## src/rtl/completion_buffer.sv

```systemverilog
// In-order completion buffer: takes 2 dispatches per cycle, tracks finish status and retires up to 2 per cycle.
// Outputs depend on registered state only; a finish becomes retirable one cycle after it is reported.
module completion_buffer #(
  parameter int DEPTH  = 8,
  parameter int IDX_W  = 3,
  parameter int ADDR_W = 5
) (
  input  logic              clk,
  input  logic              rst_n,
  input  logic              disp_en_A,
  input  logic              disp_dest_en_A,
  input  logic [ADDR_W-1:0] disp_dest_A,
  input  logic              disp_en_B,
  input  logic              disp_dest_en_B,
  input  logic [ADDR_W-1:0] disp_dest_B,
  output logic              disp_ready_A,
  output logic              disp_ready_B,
  output logic [IDX_W-1:0]  disp_tag_A,
  output logic [IDX_W-1:0]  disp_tag_B,
  input  logic              fin_en_A,
  input  logic [IDX_W-1:0]  fin_tag_A,
  input  logic              fin_en_B,
  input  logic [IDX_W-1:0]  fin_tag_B,
  output logic              update_en_A,
  output logic [ADDR_W-1:0] update_addr_A,
  output logic              update_en_B,
  output logic [ADDR_W-1:0] update_addr_B,
  output logic [1:0]        retire_cnt,
  output logic [IDX_W:0]    occupancy
);

  localparam int CW = IDX_W + 1;
  localparam logic [CW-1:0]    FULL      = CW'(DEPTH);
  localparam logic [CW-1:0]    TWO_SHORT = CW'(DEPTH - 2);
  localparam logic [IDX_W-1:0] ONE       = IDX_W'(1);

  logic [DEPTH-1:0]  valid;
  logic [DEPTH-1:0]  finished;
  logic [DEPTH-1:0]  dest_en;
  logic [ADDR_W-1:0] dest [DEPTH];
  logic [IDX_W-1:0]  head;
  logic [IDX_W-1:0]  tail;
  logic [CW-1:0]     count;

  logic [IDX_W-1:0] head1;
  logic [IDX_W-1:0] tail1;
  logic             ret_a;
  logic             ret_b;
  logic             same_dest;
  logic             acc_a;
  logic             acc_b;
  logic [1:0]       acc_cnt;

  assign head1 = head + ONE;
  assign tail1 = tail + ONE;

  // Two retirements to the same ARF register in one cycle would collide at the
  // register file, so the younger one waits a cycle.
  assign same_dest = dest_en[head] && dest_en[head1] && (dest[head] == dest[head1]);
  assign ret_a     = valid[head] && finished[head];
  assign ret_b     = ret_a && valid[head1] && finished[head1] && !same_dest;

  assign update_en_A   = ret_a && dest_en[head];
  assign update_addr_A = update_en_A ? dest[head] : '0;
  assign update_en_B   = ret_b && dest_en[head1];
  assign update_addr_B = update_en_B ? dest[head1] : '0;
  assign retire_cnt    = {1'b0, ret_a} + {1'b0, ret_b};

  assign disp_ready_A = (count != FULL);
  assign disp_ready_B = (count <= TWO_SHORT);
  assign disp_tag_A   = tail;
  assign disp_tag_B   = tail1;
  assign occupancy    = count;

  assign acc_a   = disp_en_A && disp_ready_A;
  assign acc_b   = acc_a && disp_en_B && disp_ready_B;
  assign acc_cnt = {1'b0, acc_a} + {1'b0, acc_b};

  // Order matters: finish, then retire-clear, then dispatch-write; the slots a
  // dispatch writes are never the ones being retired because they were free.
  always_ff @(posedge clk or negedge rst_n) begin
    if (!rst_n) begin
      valid    <= '0;
      finished <= '0;
      dest_en  <= '0;
      head     <= '0;
      tail     <= '0;
      count    <= '0;
    end else begin
      if (fin_en_A && valid[fin_tag_A]) finished[fin_tag_A] <= 1'b1;
      if (fin_en_B && valid[fin_tag_B]) finished[fin_tag_B] <= 1'b1;
      if (ret_a) begin
        valid[head]    <= 1'b0;
        finished[head] <= 1'b0;
      end
      if (ret_b) begin
        valid[head1]    <= 1'b0;
        finished[head1] <= 1'b0;
      end
      if (acc_a) begin
        valid[tail]    <= 1'b1;
        finished[tail] <= 1'b0;
        dest_en[tail]  <= disp_dest_en_A;
      end
      if (acc_b) begin
        valid[tail1]    <= 1'b1;
        finished[tail1] <= 1'b0;
        dest_en[tail1]  <= disp_dest_en_B;
      end
      head  <= head + IDX_W'(retire_cnt);
      tail  <= tail + IDX_W'(acc_cnt);
      count <= count + CW'(acc_cnt) - CW'(retire_cnt);
    end
  end

  always_ff @(posedge clk) begin
    if (acc_a) dest[tail]  <= disp_dest_A;
    if (acc_b) dest[tail1] <= disp_dest_B;
  end

endmodule

```

## config.mk

```make
export PLATFORM = sky130hd
export DESIGN_NAME = completion_buffer
export DESIGN_NICKNAME = d
export VERILOG_FILES = /design/src/rtl/completion_buffer.sv
export SDC_FILE = /design/constraint.sdc
export NUM_CORES = 1
export LEC_CHECK = 0
export ABC_AREA = 1
export ABC_CLOCK_PERIOD_IN_PS = 3250
export BUFFER_PORTS_ARGS = -buffer_cell sky130_fd_sc_hd__buf_2
export CAP_MARGIN = 5
export CORE_MARGIN = 4
export CORE_UTILIZATION = 55
export CTS_CLUSTER_SIZE = 25
export DETAILED_ROUTE_END_ITERATION = 10
export PLACE_DENSITY = 0.85
export SLEW_MARGIN = 10
export SYNTH_ARGS = -nofsm -noshare
export SYNTH_HDL_FRONTEND = slang
export SYNTH_SLANG_ARGS = --single-unit
```

## constraint.sdc

```tcl
create_clock -name clk -period 3.25 [get_ports clk]
set_input_delay 0.8125 -clock clk [delete_from_list [all_inputs] [get_ports clk]]
set_output_delay 0.8125 -clock clk [all_outputs]
set_load 0.1 [all_outputs]
```

# Word level (Yosys, flattened, before mapping)

Memory sizes are Yosys's and may differ from the RTL's.
Index checks and enable logic that the tools add are counted.

Register bits after elaboration: 34
RAM bits: 40
Input port bits: 24
Logic and storage cells: 112
Memories kept: 1

Add/subtract/negate cells: 8
$lt $le $gt $ge: 13
Eq/ne operators: 2
Muxes and demuxes: 48
Bitwise gates (word level): 14
Reductions and logical operators: 20

Memories:

| name | depth | width | read ports | clocked after Yosys merged registers in | wr ports | line | text |
|---|---|---|---|---|---|---|---|
| dest | 8     | 5     | 2          | 0                                       | 2        | 40   | `logic [ADDR_W-1:0] dest [DEPTH];` |

Operator list:

| cell                | count |
|---|---|
| $mux 8              | 12 |
| $and 8x8->8         | 6 |
| $not 8->8           | 4 |
| $or 8x8->8          | 4 |
| $bmux 1 s3          | 8 |
| $lt 3x4->1 const B  | 6 |
| $logic_and 1x1->1   | 19 |
| $demux 1 s3         | 6 |
| $ge 3x1->1 const B  | 6 |
| $mux 1              | 18 |
| $bwmux 8            | 2 |
| $mux 5              | 2 |
| $add 3x1->3 const B | 2 |
| $add 3x2->3         | 2 |
| $eq 5x5->1          | 1 |
| $add 1x1->2         | 2 |
| $add 4x2->4         | 1 |
| $le 4x3->1 const B  | 1 |
| $ne 4x4->1 const B  | 1 |
| $sub 4x2->4         | 1 |
| $logic_not 1->1     | 1 |

# Longest topological paths before layout

Gate-level depths: netlist of run 1.

Word-level depth: 16
Depth in mapped cells: 24
Depth with buffers taken out: 21

# Worst setup path after synthesis of run 1

OpenSTA, ideal clock, no wires.

Path type: register -> register
From: reg head[1]
To: reg count[3], in the netlist occupancy[3]
Library setup time: 0.122 ns
Arrival: 3.952 ns
Setup slack: -0.823 ns
Cell stages (with the launch flop): 17
Path through: dfrtp_1 ha_1 clkinv_1 clkbuf_1 nand2_1 a21oi_1 or2_2 nor3_4 nand2_1 inv_1 ha_1 fa_1 inv_1 ha_1 nand3_1 nand2_1 xor2_1

Word-level cells in the longest chain between the ends: 9

RTL lines:

| element                                                             | line | text |
|---|---|---|
| start: declaration                                                  | 41   | `logic [IDX_W-1:0] head;` |
| start signal: assignment                                            | 110  | `head <= head + IDX_W'(retire_cnt);` |
| parallel branches: the longest is 7 deep, another holds $mem_v2 8x5 | n/a  |  |
| $add 1x1->2 (*)                                                     | 67   | `assign retire_cnt = {1'b0, ret_a} + {1'b0, ret_b};` |
| via retire_cnt[1]                                                   | 28   | `output logic [1:0] retire_cnt,` |
| $sub 4x2->4 (*)                                                     | 112  | `count <= count + CW'(acc_cnt) - CW'(retire_cnt);` |
| end signal: assignment                                              | 112  |  |
| end: declaration                                                    | 43   | `logic [CW-1:0] count;` |

Mark *: on every way through the listed nets, which the timed path passes. The select of a mux whose other input is x is not followed.

# Worst setup path in the final report of run 1

From: reg head[0]
To: out update_addr_B[2]

Word-level cells in the longest chain between the ends: 9

RTL lines:

| element                                                             | line | text |
|---|---|---|
| parallel branches: the longest is 8 deep, another holds $mem_v2 8x5 | n/a  |  |
| $mux 5 (*)                                                          | 66   | `assign update_addr_B = update_en_B ? dest[head1] : '0;` |
| end: declaration                                                    | 27   | `output logic [ADDR_W-1:0] update_addr_B,` |

Every way passes the cells marked *. The select of a mux whose other input is x is not followed.

==> results of run 1 <==
area by class of cell:
class / count / share of cell area (%)
multi-input cells: 671 / 44.8
flip-flops and latches: 74 / 26.8
repair buffers: 129 / 18.1
inverters: 105 / 5.51
well taps: 133 / 2.17
clock buffers: 9 / 1.61
clock inverters: 7 / 0.995
logic make-up (layout without fill, tap and decap cells):
kind of cell               after synthesis  in the layout
AOI/OAI and AO/OA                      101            101
xor gates and xnor gates                 5              5
adders and majority gates               16             16
buffers and inverters                  148            250
DFF                                     74             74
and+or+nand+nor                        549            549
routing by layer:
| layer | vias up | share of wire [%] | track usage, % |
|---|---|---|---|
| li1 | 2992 | - | - |
| met1 | 3020 | 33 | 37.4 |
| met2 | 725 | 44 | 53.7 |
| met3 | 250 | 13 | 7.69 |
| met4 | 0 | 9.6 | 19.6 |
| met5 | - | 0 | 0 |
placed cells by master (no fill, tap or decap), drive strengths merged, types with 5 or more instances in the layout:
cell	n
nand2	394
buf	125
inv	103
nor2	83
o21ai	74
nand3	57
edfxtp	40
dfrtp	34
a21oi	13
ha	12
clkbuf	11
o211ai	7
nor3	7
nand4	5
cells in the mapped netlist (2+ instances only):
| cell type | instances | area share (%) |
|---|---|---|
| sky130_fd_sc_hd__a21oi_1 | 13 | 1.2 |
| sky130_fd_sc_hd__buf_1 | 2 | 0.13 |
| sky130_fd_sc_hd__buf_2 | 17 | 1.5 |
| sky130_fd_sc_hd__buf_4 | 4 | 0.53 |
| sky130_fd_sc_hd__clkbuf_1 | 15 | 1.0 |
| sky130_fd_sc_hd__clkbuf_2 | 4 | 0.35 |
| sky130_fd_sc_hd__clkinv_1 | 3 | 0.20 |
| sky130_fd_sc_hd__dfrtp_1 | 34 | 15 |
| sky130_fd_sc_hd__edfxtp_1 | 40 | 21 |
| sky130_fd_sc_hd__fa_1 | 4 | 1.4 |
| sky130_fd_sc_hd__ha_1 | 12 | 2.7 |
| sky130_fd_sc_hd__inv_1 | 100 | 6.6 |
| sky130_fd_sc_hd__inv_2 | 2 | 0.13 |
| sky130_fd_sc_hd__nand2_1 | 392 | 26 |
| sky130_fd_sc_hd__nand2_2 | 2 | 0.22 |
| sky130_fd_sc_hd__nand3_1 | 55 | 4.9 |
| sky130_fd_sc_hd__nand3_2 | 2 | 0.35 |
| sky130_fd_sc_hd__nand4_1 | 5 | 0.55 |
| sky130_fd_sc_hd__nor2_1 | 83 | 5.5 |
| sky130_fd_sc_hd__nor3_1 | 6 | 0.53 |
| sky130_fd_sc_hd__o211ai_1 | 7 | 0.93 |
| sky130_fd_sc_hd__o21a_1 | 2 | 0.27 |
| sky130_fd_sc_hd__o21ai_0 | 74 | 6.6 |
| sky130_fd_sc_hd__o22ai_1 | 3 | 0.33 |
| sky130_fd_sc_hd__or2_2 | 2 | 0.22 |
| sky130_fd_sc_hd__xnor2_1 | 2 | 0.31 |
| sky130_fd_sc_hd__xor2_1 | 3 | 0.46 |
flip-flops by register name, summed over array words and instances (netlist names):
signal,count
dest,40
dest_en,8
disp_tag_A,3
finished,8
head,3
occupancy,4
valid,8
how the worst max path moves through the flow:
stage / to / start / slack (ns)
floorplan: occupancy[2] / occupancy[2] / -0.40
global placement: occupancy[2] / head[0] / -0.03
detailed placement: occupancy[2] / head[0] / -0.11
CTS: update_en_B / head[0] / -0.19
global route: update_addr_B[2] / head[0] / -0.58
finish: update_addr_B[2] / head[0] / -0.54
per-stage QoR:
step	area [µm²]	setup WS, ns	util [%]	std cells
2_1_floorplan	5730	-0.397	-	893
3_3_place_gp	6470	-0.0310	65.3	1070
3_5_place_dp	6470	-0.114	65.3	1070
4_1_cts	7190	-0.191	72.6	1111
5_1_grt	7670	-0.582	77.4	1128
6_report	7670	-0.535	77.4	1128
repair_timing:
item	4_1_cts	5_1_grt
endpoints found under the setup margin	17	18
endpoints found under the hold margin	0	0
pin swaps	32	53
gates resized for setup	63	96
gates cloned	6	2
buffers inserted	19	15
==> results.rst, run 1 <==
.. list-table::
   :header-rows: 1

   * - Metric
     - Value
   * - Status
     - finished, violations left
   * - Violated checks
     - DRC, setup timing
   * - Hold/Removal Path Class
     - input pin to asynchronous set/reset pin
   * - Clk_lat worst skew
     - 0.40 ns
   * - H-Tree Depth
     - 3
   * - Worst R2R Setup Slack
     - -0.33 ns
   * - Syn nets
     - 933
   * - Sort of element at the start of the critical path
     - flop
   * - Die width
     - 109 µm
   * - Initial antenna violation count
     - 0
   * - Largest net degree at the start of global routing
     - 35
   * - Transition time at the pin with the least slew margin
     - 0.840 ns
   * - Levels on crit path
     - 15
   * - Total number of yosys warnings
     - 0
   * - Filler cells
     - 640
   * - Number of global-route vias before repair
     - 6228
   * - Ordered cell list for the critical path
     - buf_12, inv_16, buf_12, buf_6, nand3_4, o22ai_2, nor2_1, nand3_1, nand2_2, nor3_4, buf_6, nand3_4, buf_4, nor2_4, buf_12
   * - DRC marker count from the first detailed-route iteration
     - 1362
   * - Final hold violations
     - 0
   * - Dominant synthesized flop cell
     - sky130_fd_sc_hd__edfxtp_1
   * - Hold bufs inserted after CTS
     - 0
   * - Number of storage elements in the synthesis netlist
     - 74
   * - Min Tclk post-route
     - 3.79 ns
   * - Setup Crit Path Kind
     - flop to output pin
   * - Share of the synthesized area in compound gates (AO/OA/AOI/OAI)
     - 9.47%
   * - Fraction of layout instances using a drive strength above 1
     - 26.0%
   * - Total number of vias
     - 6987
   * - Root Buffer
     - sky130_fd_sc_hd__clkbuf_8
   * - Total Die Area
     - 12000 µm²
   * - RSZ-0062 raised after global routing
     - yes
   * - Largest family of logic cells by synthesized area
     - simple AND/OR/NAND/NOR gates
   * - Cells after Synth
     - 893
   * - ANT cells
     - 0
   * - Total Wirelength
     - 22500 µm
   * - Arrival time reported for the critical path endpoint
     - 2.97 ns
   * - Number of antenna-violating nets in the routed design
     - 0
   * - Avg Vias per Cell
     - 6.19
   * - Clock sink total
     - 74
   * - CP max stage cell
     - sky130_fd_sc_hd__dfrtp_2
   * - Number of cells traversed by the worst register-to-register path
     - 19
   * - Synth Cell Area
     - 5650 µm²
   * - GRT Resource Usage Total
     - 32.2%
   * - Clock tree from TritonCTS
     - yes
   * - Total number of placement rows
     - 36
   * - Share of cell area taken by muxes after synthesis
     - 0%
   * - FFs w/ async S/R, synth
     - 45.9%
   * - Total clock buffers created by CTS
     - 9
   * - Die height
     - 109 µm
   * - Peak fanout along the critical path
     - 8
   * - End of the worst register-to-register path
     - occupancy[2]
   * - Post-synth cell types
     - 32
   * - Final Skew
     - 0.0309 ns
   * - Total overflow reported by the global router
     - 0
   * - Slew margin rel.
     - 44.0%
   * - Least setup slack across all paths after layout
     - -0.535 ns
   * - Number of search-and-repair iterations in the first detailed-routing pass
     - 11
   * - Mapped Avg Cell Area
     - 6.33 µm²
   * - Core area
     - 9910 µm²
   * - Simple logic cell fraction of the synthesized area
     - 38.7%
   * - Setup crit end kind
     - output pin
   * - Port-buffer cells
     - 49
   * - Count of flip-flops with a built-in enable after synthesis
     - 40
   * - Global-route wire length before repair
     - 29800 µm
   * - Period Utilization, post-route
     - 116%
   * - Area occupied by registers
     - 2050 µm²
   * - Clock slew at reported path FFs
     - 0.12 ns
   * - Fmax achieved
     - 264 MHz
   * - Data required, critical path
     - 2.44 ns
   * - Reported max-cap violation count
     - 0
   * - Area of combinational cells with multiple inputs
     - 3440 µm²
   * - Max-slew violation total from the final report
     - 0
   * - Portion of the post-synthesis area used by sequential elements
     - 36.3%
   * - HPWL reported at the end of detailed placement
     - 11700 µm
   * - Final count of negative-setup-slack endpoints
     - 18
   * - Reg-to-reg critical path startpoint
     - head[0]
   * - Buffers from clock root to sink, at most
     - 2
   * - Final-layout setup total negative slack
     - -6.26 ns
   * - Family with the most delay on the worst path
     - buffers and inverters
   * - Area growth syn-to-layout
     - 35.7%
   * - Post-layout nets
     - 1030
   * - Avg WL per Cell
     - 19.9 µm
   * - Critical path's largest stage delay
     - 0.49 ns
   * - Buffers plus inverters on the worst setup path
     - 7
   * - Area share of fa/ha/maj cells after synthesis
     - 4.07%
   * - RePlAce Congestion
     - 0.932
   * - Cell type with the highest occurrence count on the critical path
     - sky130_fd_sc_hd__buf_12
   * - Smallest hold slack
     - 0.506 ns
   * - DRC
     - 1
   * - Initial cell density of the core
     - 57.0%
   * - I/O Pins
     - 50
   * - Parity-gate share of the synthesized area counting xor and xnor cells
     - 0.775%
Power of run 1 is left out: the tool's default activity adds up to more than one toggle a clock period on the data nets, which glitch-free logic cannot reach.
==> run 2: changes to the inputs <==
--- a/config.mk
+++ b/config.mk
@@ -14,6 +14,7 @@
 export CTS_CLUSTER_SIZE = 25
 export DETAILED_ROUTE_END_ITERATION = 10
 export PLACE_DENSITY = 0.85
+export SETUP_SLACK_MARGIN = 0.1
 export SLEW_MARGIN = 10
 export SYNTH_ARGS = -nofsm -noshare
 export SYNTH_HDL_FRONTEND = slang
==> results.rst, run 2 (synthesis results as in run 1) <==
.. list-table::
   :header-rows: 1

   * - Metric
     - Value
   * - Status
     - finished, violations left
   * - Violated checks
     - setup timing
   * - Number of cells traversed by the worst register-to-register path
     - 18 (-1)
   * - Fraction of layout instances using a drive strength above 1
     - 17.5% (-8.5 points)
   * - Clock sink total
     - 74 (unchanged)
   * - H-Tree Depth
     - 3 (unchanged)
   * - GRT Resource Usage Total
     - 26.1% (-6.1 points)
   * - DRC
     - 0 (-1)
   * - Total overflow reported by the global router
     - 0 (unchanged)
   * - Core area
     - 9910 µm² (unchanged)
   * - Final hold violations
     - 0 (unchanged)
   * - Initial cell density of the core
     - 57.0% (unchanged)
   * - Post-DP Area
     - 6430 µm² (-0.58%)
   * - Post-layout nets
     - 987 (-4.2%)
   * - Die width
     - 109 µm (unchanged)
   * - Met3 capacity usage during global routing
     - 4.93% (-2.8 points)
   * - Peak fanout along the critical path
     - 16 (+8)
   * - Number of search-and-repair iterations in the first detailed-routing pass
     - 5 (-6)
   * - Total number of vias
     - 5908 (-15%)
   * - Period Utilization, post-route
     - 108% (-8.0 points)
   * - Total clock buffers created by CTS
     - 9 (unchanged)
   * - Max FFs per register
     - 40 (unchanged)
   * - Worst R2R Setup Slack
     - 0.07 ns (+0.40 ns)
   * - Least setup slack across all paths after layout
     - -0.274 ns (+0.261 ns)
   * - Max-slew violation total from the final report
     - 0 (unchanged)
   * - Commonest cells after routing, fill and taps aside
     - sky130_fd_sc_hd__nand2_1, sky130_fd_sc_hd__inv_1, sky130_fd_sc_hd__o21ai_0
   * - Most frequent standard cell in the layout excluding fill and tap cells
     - sky130_fd_sc_hd__nand2_1
   * - Final Skew
     - 0.0165 ns (-0.0144 ns)
   * - Total Wirelength
     - 15700 µm (-30%)
   * - Global-route wire length before repair
     - 24500 µm (-18%)
   * - Reported max-cap violation count
     - 0 (unchanged)
   * - RSZ-0062 raised after global routing
     - yes
   * - Clock slew at reported path FFs
     - 0.09 ns (-0.03 ns)
   * - Ordered cell list for the critical path
     - buf_4, clkbuf_16, nand2_1, o21ai_0, nand2_1, a21oi_2, or2_1, nor3_4, buf_6, nand3_4, nor2_4, buf_12
   * - Clock tree from TritonCTS
     - yes
   * - Final count of negative-setup-slack endpoints
     - 8 (-10)
   * - Routing layer with the top usage in global route
     - met2
   * - Number of global-route vias before repair
     - 5137 (-18%)
   * - Clk_lat worst skew
     - 0.37 ns (-0.03 ns)
   * - Port-buffer cells
     - 49 (unchanged)
   * - Die height
     - 109 µm (unchanged)
   * - Global-route met2 utilization
     - 42.1% (-12 points)
   * - Util after Layout
     - 69.9% (-7.6 points)
   * - Transition time at the pin with the least slew margin
     - 0.825 ns (-0.0148 ns)
   * - Sort of element at the start of the critical path
     - flop
   * - Min Tclk post-route
     - 3.52 ns (-0.261 ns)
   * - Area growth syn-to-layout
     - 22.5%
   * - Critical path's largest stage delay
     - 0.49 ns (about the same)
   * - Total Die Area
     - 12000 µm² (unchanged)
   * - Arrival time reported for the critical path endpoint
     - 2.71 ns (-0.26 ns)
   * - Avg Vias per Cell
     - 5.45 (-12%)
   * - Number of antenna-violating nets in the routed design
     - 0 (unchanged)
   * - Setup crit end kind
     - output pin
   * - Largest net degree at the start of global routing
     - 41 (+17%)
   * - Cell type with the highest occurrence count on the critical path
     - sky130_fd_sc_hd__nand2_1
   * - Reg-to-reg critical path startpoint
     - head[0]
   * - HPWL reported at the end of detailed placement
     - 11400 µm (-2.5%)
   * - Initial antenna violation count
     - 0 (unchanged)
   * - Hold/Removal Path Class
     - input pin to asynchronous set/reset pin
   * - Total number of placement rows
     - 36 (unchanged)
   * - CP max stage cell
     - sky130_fd_sc_hd__dfrtp_2
   * - Final-layout setup total negative slack
     - -1.95 ns (+4.30 ns)
   * - Finished Cell Area
     - 6920 µm² (-9.8%)
   * - DRC marker count from the first detailed-route iteration
     - 634 (-53%)
   * - Slew margin rel.
     - 45.0% (+0.99 points)
   * - ANT cells
     - 0 (unchanged)
   * - RePlAce Congestion
     - 0.960 (+3.0%)
   * - Fmax achieved
     - 284 MHz (+7.4%)
   * - Avg WL per Cell
     - 14.5 µm (-27%)
   * - Setup Crit Path Kind
     - flop to output pin
   * - Root Buffer
     - sky130_fd_sc_hd__clkbuf_8
   * - I/O Pins
     - 50 (unchanged)
   * - Most flops, register
     - dest
   * - Buffers from clock root to sink, at most
     - 2 (unchanged)
   * - Data required, critical path
     - 2.44 ns (about the same)
   * - Hold bufs inserted after CTS
     - 0 (unchanged)
   * - M1 GR Usage
     - 35.8% (-1.5 points)
   * - End of the worst register-to-register path
     - occupancy[2]
-- run 2: worst max path at each step --
stage / start / end / cells after the start
after floorplan: head[0] / update_addr_A[1] / 12
after global placement: head[0] / occupancy[2] / 17
after detailed placement: head[0] / occupancy[2] / 17
after CTS: head[0] / update_en_B / 17
after global routing: head[0] / update_en_B / 15
final: head[0] / update_addr_B[4] / 12
-- run 2: what timing repair did --
item / CTS / global route
buffers inserted: 4 / 4
cloned: 2 / 2
endpoints found under the setup margin: 16 / 17
pin swaps: 10 / 9
resized for setup: 23 / 31
-- run 2: metrics by stage --
stage	cells	setup slack [ns]	hold WS, ns
floorplan	893	-0.0555	0.517
global placement	1057	0.0652	0.537
detailed placement	1057	-0.00172	0.519
CTS	1079	-0.201	0.547
global route	1085	-0.356	0.583
finish	1085	-0.274	0.538
-- run 2: cell type report --
class	instances	area, µm²
sequential	74	2060
clock inverter	6	67.6
timing repair buffer	85	826
clock buffer	10	128
fill	794	2990
tap	133	166
multi-input combinational	672	3250
inverter	105	419
-- run 2: critical path: cells and delay by family (launching register included) --
| family | cells | cell delay [ns] |
|---|---|---|
| DFF | 1 | 0.49 |
| buffers and inverters | 4 | 0.66 |
| AOI/OAI and AO/OA | 2 | 0.17 |
| and+or+nand+nor | 6 | 1.04 |
-- run 2: per-layer routing --
metal	up-vias	part of all wire [%]
li1	2902	-
met5	-	0
met4	0	1.6
met1	2676	42
met2	304	47
met3	26	9.4
Power of run 2 is left out for the same reason.
==> run 3: changes to the inputs <==
--- a/config.mk
+++ b/config.mk
@@ -6,14 +6,14 @@
 export NUM_CORES = 1
 export LEC_CHECK = 0
 export ABC_AREA = 1
-export ABC_CLOCK_PERIOD_IN_PS = 3250
+export ABC_CLOCK_PERIOD_IN_PS = 3700
 export BUFFER_PORTS_ARGS = -buffer_cell sky130_fd_sc_hd__buf_2
 export CAP_MARGIN = 5
 export CORE_MARGIN = 4
-export CORE_UTILIZATION = 55
+export CORE_UTILIZATION = 60
 export CTS_CLUSTER_SIZE = 25
 export DETAILED_ROUTE_END_ITERATION = 10
-export PLACE_DENSITY = 0.85
+export PLACE_DENSITY = 0.88
 export SETUP_SLACK_MARGIN = 0.1
 export SLEW_MARGIN = 10
 export SYNTH_ARGS = -nofsm -noshare
==> constraint.sdc (replaced) <==
create_clock -name clk -period 3.7 [get_ports clk]
set_input_delay 0.925 -clock clk [delete_from_list [all_inputs] [get_ports clk]]
set_output_delay 0.925 -clock clk [all_outputs]
set_load 0.1 [all_outputs]
==> results.rst, run 3 (synthesis results as in run 1) <==
.. list-table::
   :header-rows: 1

   * - Metric
     - Value
   * - Status
     - complete, no violations
   * - DRC marker count from the first detailed-route iteration
     - 862 (+36%)
   * - Commonest cells after routing, fill and taps aside
     - sky130_fd_sc_hd__nand2_1, sky130_fd_sc_hd__inv_1, sky130_fd_sc_hd__o21ai_0
   * - ANT cells
     - 0 (unchanged)
   * - GRT Resource Usage Total
     - 29.2% (+3.1 points)
   * - Final Skew
     - 0.0121 ns (-0.00445 ns)
   * - Total number of placement rows
     - 35 (-2.8%)
   * - Worst R2R Setup Slack
     - 0.34 ns (+0.27 ns)
   * - Initial cell density of the core
     - 61.5% (+4.4 points)
   * - RSZ-0062 raised after global routing
     - yes
   * - Fraction of layout instances using a drive strength above 1
     - 16.5% (-1.0 points)
   * - Min Tclk post-route
     - 3.61 ns
   * - Total Wirelength
     - 16200 µm (+2.8%)
   * - Startpoint of the tightest hold check path
     - occupancy[0]
   * - Peak fanout along the critical path
     - 6 (-10)
   * - Reported max-cap violation count
     - 0 (unchanged)
   * - Final count of negative-setup-slack endpoints
     - 0 (-8)
   * - Avg Vias per Cell
     - 5.60 (+2.9%)
   * - Largest net degree at the start of global routing
     - 35 (-15%)
   * - Total Die Area
     - 11000 µm² (-7.7%)
   * - Most flops, register
     - dest
   * - End of the worst register-to-register path
     - occupancy[2]
   * - Reg-to-reg critical path startpoint
     - head[0]
   * - Root Buffer
     - sky130_fd_sc_hd__clkbuf_8
   * - Max-slew violation total from the final report
     - 0 (unchanged)
   * - Clock slew at reported path FFs
     - 0.08 ns (about the same)
   * - Total number of vias
     - 5984 (+1.3%)
   * - Hold/Removal Path Class
     - flop to flop
   * - Clock tree from TritonCTS
     - yes
   * - Slew margin rel.
     - 47.4% (+2.4 points)
   * - Most frequent standard cell in the layout excluding fill and tap cells
     - sky130_fd_sc_hd__nand2_1
   * - Core area
     - 9200 µm² (-7.2%)
   * - Global-route wire length before repair
     - 26100 µm (+6.5%)
   * - Die height
     - 105 µm (-3.9%)
   * - Initial antenna violation count
     - 0 (unchanged)
   * - Buffers from clock root to sink, at most
     - 2 (unchanged)
   * - Clock sink total
     - 74 (unchanged)
   * - Period Utilization, post-route
     - 97.6%
   * - Number of cells traversed by the worst register-to-register path
     - 17 (-1)
   * - Fmax achieved
     - 277 MHz
   * - Max FFs per register
     - 40 (unchanged)
   * - Data required, critical path
     - 2.77 ns (+0.33 ns)
   * - Hold bufs inserted after CTS
     - 0 (unchanged)
   * - Setup Crit Path Kind
     - flop to output pin
   * - Transition time at the pin with the least slew margin
     - 0.789 ns (-0.0357 ns)
   * - Clk_lat worst skew
     - 0.37 ns (about the same)
   * - Final-layout setup total negative slack
     - 0 ns (+1.95 ns)
   * - Port-buffer cells
     - 49 (unchanged)
   * - Setup crit end kind
     - output pin
   * - HPWL reported at the end of detailed placement
     - 11400 µm (about the same)
   * - DRC
     - 0 (unchanged)
   * - I/O Pins
     - 50 (unchanged)
   * - Worst hold endpoint
     - occupancy[0]
   * - Final hold violations
     - 0 (unchanged)
   * - Number of search-and-repair iterations in the first detailed-routing pass
     - 7 (+2)
   * - Hold Path Cell Cnt
     - 1
   * - Die width
     - 105 µm (-3.9%)
   * - Sort of element at the start of the critical path
     - flop
   * - Number of global-route vias before repair
     - 5405 (+5.2%)
   * - Total overflow reported by the global router
     - 0 (unchanged)
   * - Post-layout nets
     - 992 (+0.51%)
   * - Avg WL per Cell
     - 15.1 µm (+4.4%)
   * - Util after Layout
     - 74.6% (+4.7 points)
   * - Number of antenna-violating nets in the routed design
     - 0 (unchanged)
   * - Area growth syn-to-layout
     - 21.3%
   * - RePlAce Congestion
     - 0.999 (+4.1%)
   * - Arrival time reported for the critical path endpoint
     - 2.68 ns (-0.03 ns)
   * - H-Tree Depth
     - 3 (unchanged)
   * - Total clock buffers created by CTS
     - 9 (unchanged)
-- run 3: what timing repair did --
item,in CTS,in global routing
pin swaps,2,12
cloned,0,1
setup endpoints to repair,10,16
gates resized for setup,16,46
setup buffers,3,13
-- run 3: layout make-up --
| class | count | area, µm² |
|---|---|---|
| Multi-Input combinational cell | 672 | 3190 |
| Fill cell | 691 | 2340 |
| Sequential cell | 74 | 2060 |
| Timing Repair Buffer | 90 | 818 |
| Inverter | 105 | 404 |
| Tap cell | 111 | 139 |
| Clock inverter | 7 | 125 |
| Clock buffer | 9 | 124 |
-- run 3: per-layer routing --
layer	wire length (µm)	part of all wire [%]	global-route usage, %
met5	0	0	0
met1	6500	40	39.6
met3	1590	9.8	5.81
met2	7680	48	47.8
met4	391	2.4	7.97
-- run 3: how the worst max path moves through the flow --
stage                 start               end  depth (start not counted)
floorplan           head[1]  update_addr_B[0]                          9
global placement    head[0]      occupancy[2]                         15
detailed placement  head[0]      occupancy[2]                         15
CTS                 head[0]     retire_cnt[0]                         13
global route        head[0]     retire_cnt[0]                         14
finish              head[0]  update_addr_B[3]                         11
-- run 3: stage by stage --
stage                     hold WS, ns  cells  area, µm²  setup WS [ns]
after CTS                       0.566   1054       6600         0.0434
after detailed placement        0.541   1035       6260          0.174
after global placement          0.534   1035       6260          0.243
after global routing            0.596   1068       6860        -0.0361
final                           0.571   1068       6860         0.0906
after floorplan                 0.502    893       5690        -0.0633
-- run 3: critical path: stages, from the launching register on --
cell	delay, ns
sky130_fd_sc_hd__dfrtp_2	0.51
sky130_fd_sc_hd__ha_4	0.34
sky130_fd_sc_hd__inv_4	0.05
sky130_fd_sc_hd__buf_4	0.14
sky130_fd_sc_hd__nand2_1	0.06
sky130_fd_sc_hd__a21oi_1	0.06
sky130_fd_sc_hd__or2_4	0.26
sky130_fd_sc_hd__nor3_4	0.22
sky130_fd_sc_hd__buf_6	0.14
sky130_fd_sc_hd__nand3_4	0.16
sky130_fd_sc_hd__nor2_4	0.18
sky130_fd_sc_hd__buf_12	0.18
Power of run 3 is left out for the same reason.
